<file path="src/rtl/sext_pkg.sv">
// Shared definitions for the sample sign-extension and accumulation path.
package sext_pkg;

    localparam int IN_W_DEF  = 8;
    localparam int OUT_W_DEF = 32;

    typedef enum logic {
        ACCUM = 1'b0,
        DONE  = 1'b1
    } state_t;

    // Replicate the sample MSB into the upper bits of the default-width word.
    function automatic logic [OUT_W_DEF-1:0] sext(input logic [IN_W_DEF-1:0] x);
        return {{(OUT_W_DEF-IN_W_DEF){x[IN_W_DEF-1]}}, x};
    endfunction

endpackage

</file>
<file path="src/rtl/sext_accumulator_sign_extend.sv">
// Combinational two's-complement widening stage, reusable on any signed bus.
module sign_extend
    import sext_pkg::*;
#(
    parameter int IN_W  = IN_W_DEF,
    parameter int OUT_W = OUT_W_DEF
) (
    input  logic [IN_W-1:0]  din,
    output logic [OUT_W-1:0] dout
);

    generate
        if ((IN_W == IN_W_DEF) && (OUT_W == OUT_W_DEF)) begin : g_default
            assign dout = sext(din);
        end else begin : g_generic
            assign dout = {{(OUT_W-IN_W){din[IN_W-1]}}, din};
        end
    endgenerate

endmodule

</file>
<file path="src/rtl/sext_accumulator.sv">
// Frame accumulator: sums N_SAMPLES sign-extended samples and hands the total
// to a 32-bit consumer over a valid/ready output.
module sext_accumulator
    import sext_pkg::*;
#(
    parameter int N_SAMPLES = 4,
    parameter int IN_W      = IN_W_DEF,
    parameter int OUT_W     = OUT_W_DEF,
    localparam int CNT_W    = $clog2(N_SAMPLES + 1)
) (
    input  logic             clk,
    input  logic             areset_n,
    input  logic             in_valid,
    output logic             in_ready,
    input  logic [IN_W-1:0]  in_data,
    output logic             out_valid,
    input  logic             out_ready,
    output logic [OUT_W-1:0] out_sum,
    output logic [CNT_W-1:0] out_cnt
);

    localparam logic [CNT_W-1:0] LAST_CNT = CNT_W'(N_SAMPLES - 1);
    localparam logic [CNT_W-1:0] CNT_ONE  = CNT_W'(1);

    state_t           state_r;
    state_t           state_nxt_s;
    logic [OUT_W-1:0] acc_r;
    logic [OUT_W-1:0] acc_nxt_s;
    logic [CNT_W-1:0] cnt_r;
    logic [CNT_W-1:0] cnt_nxt_s;
    logic [OUT_W-1:0] sum_r;
    logic [OUT_W-1:0] sum_nxt_s;
    logic [OUT_W-1:0] sext_s;
    logic             hs_s;

    sign_extend #(
        .IN_W  (IN_W),
        .OUT_W (OUT_W)
    ) u_sign_extend (
        .din  (in_data),
        .dout (sext_s)
    );

    // Handshakes depend only on the state flop, so no input-to-output comb path.
    assign in_ready  = (state_r == ACCUM);
    assign out_valid = (state_r == DONE);
    assign hs_s      = in_valid && (state_r == ACCUM);
    assign out_sum   = sum_r;
    assign out_cnt   = cnt_r;

    // Next-state and datapath update: accumulate until the last sample, then publish.
    always_comb begin
        state_nxt_s = state_r;
        acc_nxt_s   = acc_r;
        cnt_nxt_s   = cnt_r;
        sum_nxt_s   = sum_r;
        case (state_r)
            ACCUM: begin
                if (hs_s) begin
                    if (cnt_r == LAST_CNT) begin
                        sum_nxt_s   = acc_r + sext_s;
                        acc_nxt_s   = {OUT_W{1'b0}};
                        cnt_nxt_s   = {CNT_W{1'b0}};
                        state_nxt_s = DONE;
                    end else begin
                        acc_nxt_s   = acc_r + sext_s;
                        cnt_nxt_s   = cnt_r + CNT_ONE;
                        state_nxt_s = ACCUM;
                    end
                end else begin
                    state_nxt_s = ACCUM;
                end
            end
            DONE: begin
                if (out_ready) begin
                    state_nxt_s = ACCUM;
                end else begin
                    state_nxt_s = DONE;
                end
            end
            default: begin
                state_nxt_s = ACCUM;
                acc_nxt_s   = {OUT_W{1'b0}};
                cnt_nxt_s   = {CNT_W{1'b0}};
            end
        endcase
    end

    // State, accumulator, counter and result registers; reset drops any partial frame.
    always_ff @(posedge clk or negedge areset_n) begin
        if (!areset_n) begin
            state_r <= ACCUM;
            acc_r   <= {OUT_W{1'b0}};
            cnt_r   <= {CNT_W{1'b0}};
            sum_r   <= {OUT_W{1'b0}};
        end else begin
            state_r <= state_nxt_s;
            acc_r   <= acc_nxt_s;
            cnt_r   <= cnt_nxt_s;
            sum_r   <= sum_nxt_s;
        end
    end

endmodule

</file>
<file path="config.mk">
export PLATFORM = sky130hd
export DESIGN_NAME = sext_accumulator
export DESIGN_NICKNAME = d
export VERILOG_FILES = /design/src/rtl/sext_pkg.sv /design/src/rtl/sext_accumulator_sign_extend.sv /design/src/rtl/sext_accumulator.sv
export SDC_FILE = /design/constraint.sdc
export NUM_CORES = 1
export LEC_CHECK = 0
export CORE_MARGIN = 3
export CORE_UTILIZATION = 55
export CTS_CLUSTER_SIZE = 25
export DETAILED_ROUTE_END_ITERATION = 7
export PLACE_DENSITY_LB_ADDON = 0.05
export SKIP_LAST_GASP = 1
export SYNTH_ARGS = -nofsm -noshare
export SYNTH_HDL_FRONTEND = slang
export SYNTH_SLANG_ARGS = --single-unit
</file>
<file path="constraint.sdc">
create_clock -name clk -period 7.8 [get_ports clk]
set_input_delay 1.56 -clock clk [delete_from_list [all_inputs] [get_ports clk]]
set_output_delay 1.56 -clock clk [all_outputs]
set_load 0.005 [all_outputs]
</file>
==> results.cfg, run 1 <==
[final_layout]
drive_gt1_share_pct = 6.42
area_growth_pct = 15.9
nFillCells = 672
postLayoutCoreUtil_pct = 67.2
layout_commonest_cell = nand2_1
final_cells = 678
final_area_sq_mm = 0.00530
nets = 616
multi_input_area_sq_mm = 0.00273
regArea_sq_mm = 0.00170
diodes = 0
layout_common_cells = nand2_1 (89), dfrtp_1 (68), o21ai_0 (52)

[worst_setup_path]
cp_common_cell = a21o_1
critPathKind = in2reg
worstPathCellList = clkdlybuf4s50_1, buf_4, ha_1, a21o_1, a21o_1, a21oi_1, nor3b_1, a2111oi_0, a211o_1, nand3_1
crit_arrival_ps = 4660
crit_path_end = out_sum[30]
slowest_stage = a2111oi_0
crit_start = in_data[7]
r2r-start = acc_r[0]
reg2reg_depth = 9
regToRegEndpoint = acc_r[26]
crit_path_end_kind = flop
max_stage_delay_ps = 970
startpoint_type = input port
ff2ff_setup_slack_ps = 4880
worstPathMaxFanout = 30
required_ps = 8040

[drt]
drt_first_pass_iters = 5
vias = 4123
avgRoutedWirePerCell_um = 16.1
drt_iter0_drc = 286
detail-route-antenna-nets = 0
vias_per_cell = 6.08
routed_wl_um = 10900
drc = 0

[min_path]
hp-class = reg2reg

[synthesis]
synth_top_flop_cell = dfrtp_1
yosysWarnings = 0
synth_enable_flop_cells = 0
syn_nets = 578
async_flop_share_pct = 100
yosysTopAreaCell = dfrtp_1
synth_top_area_share_pct = 37.2
syn_area_per_cell_sq_um = 8.58
syn_inst = 533
netlist-cell-type-count = 53
syn-cell-area_sq_mm = 0.00457
yosys_register_bits = 68
ys_seq_area_share_pct = 37.2
synth_area_leaders = dfrtp_1 (37%), ha_1 (8.8%), nand2_1 (7.3%), o21ai_0 (5.7%), a21oi_1 (4.4%)

[global_route]
grt_pass1_wl_um = 18900
overflow = 0
grt_max_degree = 69
antenna_found_initial = 0
track_usage_pct = 23.9
grt_pass1_vias = 3873

[job]
drv_cap = 0

[sta]
worstMarginPinSlew_ps = 1130
max_freq_ghz = 0.226
hold_ws_ps = 479
hold_violations = 0
skew_ps = 9.74
setup-violations-final = 0
fin_tns_setup_ps = 0
finalCritPeriodShare_pct = 56.7
slew_viol_final = 0
min_period_ps = 4420
rsz0062_at_grt = no
slew_headroom_pct = 22.5

[clock_network]
clk_latency_ps = 360
cts.sinks = 68
h-tree-depth = 3
cts_buffers = 9
clockBufferDepth = 2
cts-root-buf = clkbuf_8
cts_tree = built
ctsHoldBuffers = 0
post-cts-setup-buffer-count = 0
ctsResizeCount = 0
clkTransAtPathRegs_ps = 80

[placed_design]
dp.cells = 662
portBuffers = 48
post_dp_cell_area_sq_mm = 0.00512
hpwl_um = 7590
place_congestion = 0.937

[floorplan]
core_area_sq_mm = 0.00789
fp.dieW_um = 97.2
num_rows = 32
ios = 49
die_height_um = 97.2
initial_utilization_pct = 58.0
die-area_sq_mm = 0.00944

[pwr]
leakage_nw = 2.29
powerDensity_mw_per_mm2 = 419
vdd_drop_max_uv = 183

[outcome]
status = finished clean
## worst min path at each step
stage,startpoint,endpoint,slack (ps),cells past startpoint
floorplan,acc_r[10],acc_r[10],450,2
global placement,out_sum[18],out_sum[18],460,2
detailed placement,out_sum[12],out_sum[12],470,2
CTS,out_sum[17],out_sum[17],490,2
global route,out_sum[7],out_sum[7],500,2
finish,out_sum[17],out_sum[17],480,2
## cell usage after synthesis, drive strengths merged (3+ instances only)
master and number:
a211o 11, a211oi 6, a21o 11, a21oi 40, a221o 5, a22o 7, a31oi 3, and2 5
and3 7, and4 3, clkbuf 23, dfrtp 68, ha 32, inv 14, mux2 5, mux2i 3
nand2 89, nand3 20, nand4 9, nand4b 3, nor2 23, nor2b 4, nor3 13, o211ai 7
o21a 7, o21ai 52, o21bai 3, o31ai 5, or2 4, or3 3, or4 4, xnor2 13
xor2 5
## kinds of logic after synthesis
kind of cell / after synthesis / share of synthesized area, %
adders and majority gates: 33 / 9.19
AOI/OAI and AO/OA: 174 / 25.0
muxes: 8 / 1.89
xor gates and xnor gates: 18 / 3.45
buffers and inverters: 39 / 3.20
and+or+nand+nor: 193 / 20.1
DFF: 68 / 37.2
## worst max-delay path, delay by kind of cell
kind / cells / cell delay (ps)
AOI/OAI and AO/OA: 5 / 1750
adders and majority gates: 1 / 400
buffers and inverters: 2 / 800
and+or+nand+nor: 2 / 130
## registers in the layout (all words and copies together), names as in the netlist
signal     cells
acc_r         32
out_sum       32
out_cnt        3
out_valid      1
## through the flow
stage	power (mW)	worst slack, ps
2_1_floorplan	1.52	4070
3_3_place_gp	1.91	3190
3_5_place_dp	1.94	3110
4_1_cts	2.21	3470
5_1_grt	2.42	3130
6_report	2.22	3380
## where the power goes
part           switching [mW]  total [mW]  internal [mW]
Clock                   0.148       0.273          0.125
Combinational           0.733        1.33          0.594
Sequential             0.0967       0.619          0.523
Total                   0.978        2.22           1.24
## routing by layer
metal / GRT usage, % / vias to the layer above / wire [um]
li1: - / 2044 / -
met1: 34.6 / 1944 / 5360
met2: 36.7 / 123 / 4870
met3: 4.74 / 12 / 577
met4: 6.16 / 0 / 114
met5: 0 / - / 0
## final cells by class
type / count / share of cell area (%)
Multi-Input combinational cell: 426 / 51.6
Sequential cell: 68 / 32.1
Timing Repair Buffer: 52 / 9.54
Clock buffer: 11 / 2.67
Tap cell: 102 / 2.41
Inverter: 14 / 0.992
Clock inverter: 5 / 0.708
No activity file was read; power rests on OpenSTA's default activity.
==> run 2: changes to the inputs <==
CORE_UTILIZATION = 52   (was 55)
clock period = 4 ns   (was 7.8 ns; I/O delays follow)
==> run 2 against run 1 <==
Against the previous run: core utilization down 3.4 points; non-clock buffer count up 8; global-route usage down 0.60 points; via count up 2.8%; routed wire length up 3.4%; sequential cell count unchanged; register-to-register slack worse by 3800 ps; critical endpoint is now out_sum[26].
==> results.cfg, run 2 (synthesis gave the netlist of run 1 again) <==
[sta]
min_period_ps = 3650
slew_viol_final = 0
setup-violations-final = 0
max_freq_ghz = 0.274
hold_ws_ps = 478
worstMarginPinSlew_ps = 1070
rsz0062_at_grt = no
hold_violations = 0
skew_ps = 10.4
slew_headroom_pct = 28.9
finalCritPeriodShare_pct = 91.2
setup_ws_ps = 353
fin_tns_setup_ps = 0

[placed_design]
hpwl_um = 8140
place_congestion = 0.909
post_dp_cell_area_sq_mm = 0.00518
post-place-ws_ps = 21.7
portBuffers = 48
dp.cells = 673

[clock_network]
cts.sinks = 68
cts_buffers = 9
clk_latency_ps = 350
ctsHoldBuffers = 0
h-tree-depth = 3
clockBufferDepth = 2
post-cts-setup-buffer-count = 0
ctsResizeCount = 0
clkTransAtPathRegs_ps = 70
cts_tree = built
cts-root-buf = clkbuf_8

[floorplan]
core_area_sq_mm = 0.00838
num_rows = 33
die-area_sq_mm = 0.00996
initial_utilization_pct = 54.6
die_height_um = 99.8
ios = 49
fp.dieW_um = 99.8

[worst_setup_path]
crit_arrival_ps = 3880
slowest_stage = clkdlybuf4s50_1
cp_common_cell = a21oi_1
required_ps = 4230
worstPathCellList = clkdlybuf4s50_1, buf_4, ha_1, a21oi_1, o211ai_1, a221oi_1, o22a_1, a21oi_1, or2_2, a221o_1
startpoint_type = input port
max_stage_delay_ps = 660
ff2ff_setup_slack_ps = 1030
worstPathMaxFanout = 16
critPathKind = in2reg
crit_path_end_kind = flop

[outcome]
status = finished clean

[final_layout]
layout_common_cells = nand2_1 (89), dfrtp_1 (68), o21ai_0 (52)
drive_gt1_share_pct = 7.20
area_growth_pct = 17.0
nets = 624
final_area_sq_mm = 0.00535
postLayoutCoreUtil_pct = 63.8
final_cells = 688
diodes = 0
layout_commonest_cell = nand2_1

[global_route]
grt_pass1_vias = 3934
grt_max_degree = 69
antenna_found_initial = 0
use_met2_pct = 35.6
met3_usage_pct = 4.38
top_usage_layer = met2
grt_use_met1_pct = 33.8
overflow = 0
grt_pass1_wl_um = 19000
track_usage_pct = 23.3

[drt]
vias_per_cell = 6.16
drt_first_pass_iters = 5
avgRoutedWirePerCell_um = 16.4
vias = 4240
drt_iter0_drc = 292
routed_wl_um = 11300
detail-route-antenna-nets = 0
drc = 0

[pwr]
leakage_nw = 2.33
p_total_mw = 4.36
vdd_drop_max_uv = 421
powerDensity_mw_per_mm2 = 815

[min_path]
hp-class = reg2reg

[job]
drv_cap = 0
## run 2: cell types whose count changed in the layout (fill, tap and decap cells not counted), sizes merged
cell and delta:
buf +8, clkbuf +2, clkinvlp -2, clkinv -1
## run 2: critical path, delay by kind of cell
| kind | cells | cell delay (ps) |
|---|---|---|
| buffers and inverters | 2 | 970 |
| AOI/OAI and AO/OA | 6 | 1430 |
| adders and majority gates | 1 | 340 |
| and+or+nand+nor | 1 | 330 |
## run 2: final timing paths
check	startpoint	end	cells past startpoint
max in group asynchronous	areset_n	out_sum[5]	2
max reg2reg	acc_r[0]	out_sum[26]	9
min reg2reg	out_sum[19]	out_sum[19]	2
min in group asynchronous	areset_n	out_sum[13]	2
max	in_data[7]	out_sum[26]	10
min	out_sum[19]	out_sum[19]	2
## run 2: area by class of cell
| cell class | count | area (sq um) |
|---|---|---|
| Clock inverter | 2 | 10.0 |
| Tap cell | 105 | 131 |
| Sequential cell | 68 | 1700 |
| Clock buffer | 13 | 159 |
| Fill cell | 763 | 3030 |
| Timing Repair Buffer | 60 | 566 |
| Inverter | 14 | 52.6 |
| Multi-Input combinational cell | 426 | 2730 |
## run 2: per-layer routing
metal  part of all wire, %  vias up
li1                      -     2050
met1                    49     2032
met2                    45      147
met3                   5.5       11
met4                  0.95        0
met5                     0        -
## run 2: power by group
| part | switching, mW | internal, mW | total [mW] | leakage [nW] |
|---|---|---|---|---|
| Clock | 0.254 | 0.254 | 0.508 | 0.0893 |
| Sequential | 0.192 | 1.02 | 1.21 | 0.842 |
| Combinational | 1.45 | 1.19 | 2.64 | 1.40 |
